**config.mk**
```make
export PLATFORM = sky130hd
export DESIGN_NAME = seven_segment_scan
export DESIGN_NICKNAME = d
export VERILOG_FILES = /design/src/rtl/seven_segment_scan.sv
export SDC_FILE = /design/constraint.sdc
export NUM_CORES = 1
export LEC_CHECK = 0
export ABC_AREA = 1
export BUFFER_PORTS_ARGS = -buffer_cell sky130_fd_sc_hd__buf_2
export CELL_PAD_IN_SITES_DETAIL_PLACEMENT = 1
export CELL_PAD_IN_SITES_GLOBAL_PLACEMENT = 1
export CORE_MARGIN = 10
export CORE_UTILIZATION = 45
export CTS_BUF_LIST = sky130_fd_sc_hd__clkbuf_4 sky130_fd_sc_hd__clkbuf_8
export DETAILED_ROUTE_END_ITERATION = 8
export PLACE_DENSITY_LB_ADDON = 0.1
export SLEW_MARGIN = 10
export SYNTH_ARGS = -nofsm -noshare
export SYNTH_HDL_FRONTEND = slang
export SYNTH_SLANG_ARGS = --single-unit
```
**constraint.sdc**
```tcl
create_clock -name clk -period 2.8 [get_ports clk]
set_input_delay 0 -clock clk [delete_from_list [all_inputs] [get_ports clk]]
set_output_delay 0 -clock clk [all_outputs]
set_load 0.02 [all_outputs]
```
**src/rtl/seven_segment_scan.sv**
```systemverilog
// Time-multiplexed common-anode seven-segment driver with frame-aligned value updates.
// Optional leading-zero blanking is enabled by defining LEADING_ZERO_BLANK_EN.
module seven_segment_scan #(
    parameter int N_DIGITS      = 4,
    parameter int REFRESH_COUNT = 50000,
    parameter int CNT_BITS      = 16,
    parameter int GUARD_CYCLES  = 2
) (
    input  logic                  clk,
    input  logic                  reset,
    input  logic                  enable,
    input  logic                  load,
    input  logic [4*N_DIGITS-1:0] value_in,
    input  logic [N_DIGITS-1:0]   dp_in,
    output logic [3:0]            hex_digit,
    input  logic [6:0]            seg_from_rom,
    output logic [6:0]            seg_out,
    output logic                  dp_out,
    output logic [N_DIGITS-1:0]   anode_n,
    output logic                  frame_done
);

    localparam int IDXW = (N_DIGITS > 1) ? $clog2(N_DIGITS) : 1;
    localparam logic [CNT_BITS-1:0] CNT_LAST  = CNT_BITS'(REFRESH_COUNT - 1);
    localparam logic [CNT_BITS-1:0] CNT_GUARD = CNT_BITS'(GUARD_CYCLES);
    localparam logic [IDXW-1:0]     IDX_LAST  = IDXW'(N_DIGITS - 1);

    logic [CNT_BITS-1:0]   cnt;
    logic [IDXW-1:0]       idx;
    logic [4*N_DIGITS-1:0] disp_reg;
    logic [4*N_DIGITS-1:0] pend_reg;
    logic [N_DIGITS-1:0]   disp_dp;
    logic [N_DIGITS-1:0]   pend_dp;
    logic                  pending;

    logic                  tick;
    logic                  frame;
    logic                  dark;
    logic                  blank_cur;
    logic                  dp_cur;
    logic [N_DIGITS-1:0]   blank;
    logic [N_DIGITS-1:0]   onehot;

    assign tick      = enable & (cnt == CNT_LAST);
    assign frame     = tick & (idx == IDX_LAST);
    assign hex_digit = disp_reg[4*idx +: 4];
    assign onehot    = N_DIGITS'(1) << idx;
    assign dark      = ~enable | (cnt < CNT_GUARD);
    assign dp_cur    = disp_dp[idx];
    assign blank_cur = blank[idx];

`ifdef LEADING_ZERO_BLANK_EN
    logic hi_nz;

    // A digit is blank while it and everything above it are zero.
    always_comb begin
        blank = '0;
        hi_nz = 1'b0;
        for (int k = N_DIGITS - 1; k >= 1; k--) begin
            hi_nz    = hi_nz | (disp_reg[4*k +: 4] != 4'h0);
            blank[k] = ~hi_nz;
        end
    end
`else
    assign blank = '0;
`endif

    always_ff @(posedge clk) begin
        if (reset) begin
            cnt        <= '0;
            idx        <= '0;
            disp_reg   <= '0;
            pend_reg   <= '0;
            disp_dp    <= '0;
            pend_dp    <= '0;
            pending    <= 1'b0;
            frame_done <= 1'b0;
            seg_out    <= 7'h7F;
            dp_out     <= 1'b1;
            anode_n    <= '1;
        end else begin
            if (enable)
                cnt <= (cnt == CNT_LAST) ? '0 : cnt + 1'b1;
            if (tick)
                idx <= (idx == IDX_LAST) ? '0 : idx + 1'b1;
            frame_done <= frame;

            // Swap only at a frame start so a frame never mixes two values.
            if (frame & pending) begin
                disp_reg <= pend_reg;
                disp_dp  <= pend_dp;
            end
            if (load) begin
                pend_reg <= value_in;
                pend_dp  <= dp_in;
                pending  <= 1'b1;
            end else if (frame) begin
                pending  <= 1'b0;
            end

            if (dark) begin
                anode_n <= '1;
                seg_out <= 7'h7F;
                dp_out  <= 1'b1;
            end else if (blank_cur) begin
                anode_n <= dp_cur ? ~onehot : '1;
                seg_out <= 7'h7F;
                dp_out  <= ~dp_cur;
            end else begin
                anode_n <= ~onehot;
                seg_out <= seg_from_rom;
                dp_out  <= ~dp_cur;
            end
        end
    end

endmodule

```
==> impl_metrics.json <==
{
  "yosys.area_share.simple_pct": 32.6,
  "root_buffer": "clkbuf_8",
  "antenna_found_initial": 0,
  "cpPeakStageDelay_ns": 0.55,
  "antenna_cells": 0,
  "yosys_warnings": 0,
  "place_congestion": 0.809,
  "status": "complete, no violations",
  "rsz0062_at_grt": "no",
  "start_kind": "register",
  "finalNonFillerCells": 580,
  "cap_violations": 0,
  "netlist_area_um2": 3070,
  "ctsResizeCount": 0,
  "grt_pass1_wl_um": 14200,
  "wire_per_inst_um": 14.0,
  "layout_common_cells": "114 x nor2_1, 73 x nand2_1, 72 x dfxtp_1",
  "max-vdd-ir-drop_v": 0.000318,
  "finalCritPeriodShare_pct": 70.2,
  "grt_max_degree": 41,
  "leakagePower_nw": 1.77,
  "postSynthAreaPerCell_um2": 7.20,
  "power.density_nw_per_um2": 558,
  "synth-xor-area-share_pct": 0.856,
  "tritoncts": "built",
  "fin_nets": 531,
  "postCtsHoldBufs": 28,
  "path_buf_inv": 2,
  "drc": 0,
  "p_sw_share_pct": 23.1,
  "core_um2": 6720,
  "max_freq_mhz": 509,
  "fin_tns_setup_ns": 0,
  "worstSetupPathType": "reg -> out",
  "dieWidth_um": 103,
  "p_sw_mw": 0.492,
  "routed_wl_um": 8120,
  "post_route_cells_drive_above_1_share_pct": 15.8,
  "final_common_cell": "nor2_1",
  "clkPwrFrac_pct": 43.9,
  "path_cells": "inv_1 -> o21ai_0 -> a21oi_1 -> a21oi_1 -> buf_2",
  "hold_class": "in -> reg",
  "combinationalPowerShare_pct": 6.1,
  "finalCriticalPeriod_ns": 1.97,
  "fin_total_pwr_mw": 2.13,
  "synthArstFlopShare_pct": 0,
  "grt-ovfl-total": 0,
  "cp_max_fo": 16,
  "relSlewSlack_pct": 53.1,
  "p_int_mw": 1.64,
  "crit_path_top_delay_cell": "dfxtp_1",
  "worstMarginPinSlew_ns": 0.702,
  "postRouteAntennaNets": 0,
  "synth_edf_count": 0,
  "ys.flop_type": "dfxtp_1",
  "num_vias": 2847,
  "firstDrtPassIters": 4,
  "syn_inst": 426,
  "seqPwrFrac_pct": 49.9,
  "slew_violations": 0,
  "synth_seq_cells": 72,
  "grt_pass1_vias": 2955,
  "numPlacedInstances": 536,
  "portBuffers": 47,
  "finalSetupViolCount": 0,
  "cts_max_path_buffers": 2,
  "synth_fp_nets": 462,
  "numCtsBuffers": 9,
  "cp.arrival_ns": 1.97,
  "vias_per_cell": 4.91,
  "dpl.hpwl_um": 5390,
  "start_util_pct": 45.7,
  "die_y_um": 103,
  "crit_required_ns": 2.80,
  "synth-seq-area-share_pct": 47.0,
  "clock_sinks": 72,
  "fp-row-count": 30,
  "endpoint_kind": "primary output",
  "pin_count": 48,
  "crit_family": "flip-flops",
  "worst_clock_skew_ns": 0.00927,
  "path_clk_slew_ns": 0.08,
  "synth_top_family_by_area": "simple AND/OR/NAND/NOR gates",
  "hold_viol_final": 0,
  "first_iter_violations": 81,
  "final_core_util_pct": 56.9,
  "dieArea_um2": 10500,
  "synth.area.mux_share_pct": 0,
  "cts_htree_levels": 3,
  "synth-compound-area-share_pct": 9.09,
  "cts_setup_buffers": 0,
  "synth_fa_ha_area_share_pct": 2.04,
  "clock_latency_ns": 0.34,
  "syn_to_final_growth_pct": 24.6,
  "track_usage_pct": 16.9,
  "ys_types": 31,
  "cp_common_cell": "a21oi_1"
}
==> stage by stage <==
step	instance area, µm²	setup WS (ns)	hold slack, ns
final	3820	0.835	0.0267
after global routing	3820	0.591	0.0555
after CTS	3820	0.802	0.00698
after detailed placement	3320	0.928	0.191
after global placement	3320	1.04	0.185
after floorplan	3070	1.45	0.0691
==> power groups by stage <==
stage / logic [mW] / clock network (mW) / registers, mW
after floorplan: 0.0586 / 0 / 1.09
after global routing: 0.148 / 1.01 / 1.07
after detailed placement: 0.0981 / 0 / 1.09
after global placement: 0.0959 / 0 / 1.09
final: 0.130 / 0.937 / 1.07
after CTS: 0.130 / 0.957 / 1.06
==> synth_stat cells (2+ instances only) <==
| library cell | number | share of area, % |
|---|---|---|
| a21oi_1 | 18 | 2.9 |
| a31oi_1 | 3 | 0.61 |
| buf_2 | 7 | 1.1 |
| buf_6 | 2 | 0.73 |
| clkbuf_1 | 7 | 0.86 |
| clkinv_1 | 2 | 0.24 |
| dfxtp_1 | 72 | 47 |
| ha_1 | 5 | 2.0 |
| inv_1 | 39 | 4.8 |
| inv_2 | 3 | 0.37 |
| nand2_1 | 73 | 8.9 |
| nand2_2 | 5 | 1.0 |
| nand3_1 | 9 | 1.5 |
| nand3b_1 | 8 | 2.0 |
| nand4_1 | 6 | 1.2 |
| nor2_1 | 114 | 14 |
| nor2_4 | 3 | 1.1 |
| nor3_1 | 5 | 0.82 |
| o21ai_0 | 31 | 5.1 |
| xor2_1 | 3 | 0.86 |
==> per-layer routing <==
metal | global-route usage (%) | part of all wire, %
met5 | 0 | 0
met4 | 6.83 | 1.6
met3 | 3.82 | 4.4
met2 | 28.7 | 50
met1 | 20.1 | 44
==> kinds of logic (layout without fill, tap and decap cells) <==
kind of cell	count (synthesis)	in the layout
AO/OA/AOI/OAI	54	54
AND/OR/NAND/NOR	230	230
adder cells (fa/ha/maj)	5	5
flip-flops	72	72
XOR/XNOR	3	3
buffers and inverters	62	136
==> worst reg2reg max path: stages, from the launching register on <==
cell and delay [ns]:
dfxtp_1 0.41, ha_1 0.25, nand4_1 0.20, nor2_4 0.17, nand4_4 0.46, nor2_1 0.29, nor2_1 0.07
==> final timing paths <==
path / startpoint / to / slack [ns] / cells after the start
worst max register to register: cnt[1]$_SDFFE_PP0P_ / disp_reg[15]$_SDFFE_PP0P_ / 0.85 / 6
worst min register to register: pend_reg[6]$_SDFFE_PP0P_ / disp_reg[6]$_SDFFE_PP0P_ / 0.49 / 2
worst max-delay path: idx[0]$_SDFFE_PP0P_ / hex_digit[1] / 0.83 / 5
worst min-delay path: enable / cnt[1]$_SDFFE_PP0P_ / 0.03 / 3
==> final cells by class <==
class,count,area (µm²)
clock buffers,10,138
clock inverters,6,90.1
fillers,864,2890
inverters,44,165
multi-input cells,292,1370
flip-flops and latches,72,1440
well taps,80,100
repair buffers,76,523
Note: power is estimated with default switching activity, not from simulation.
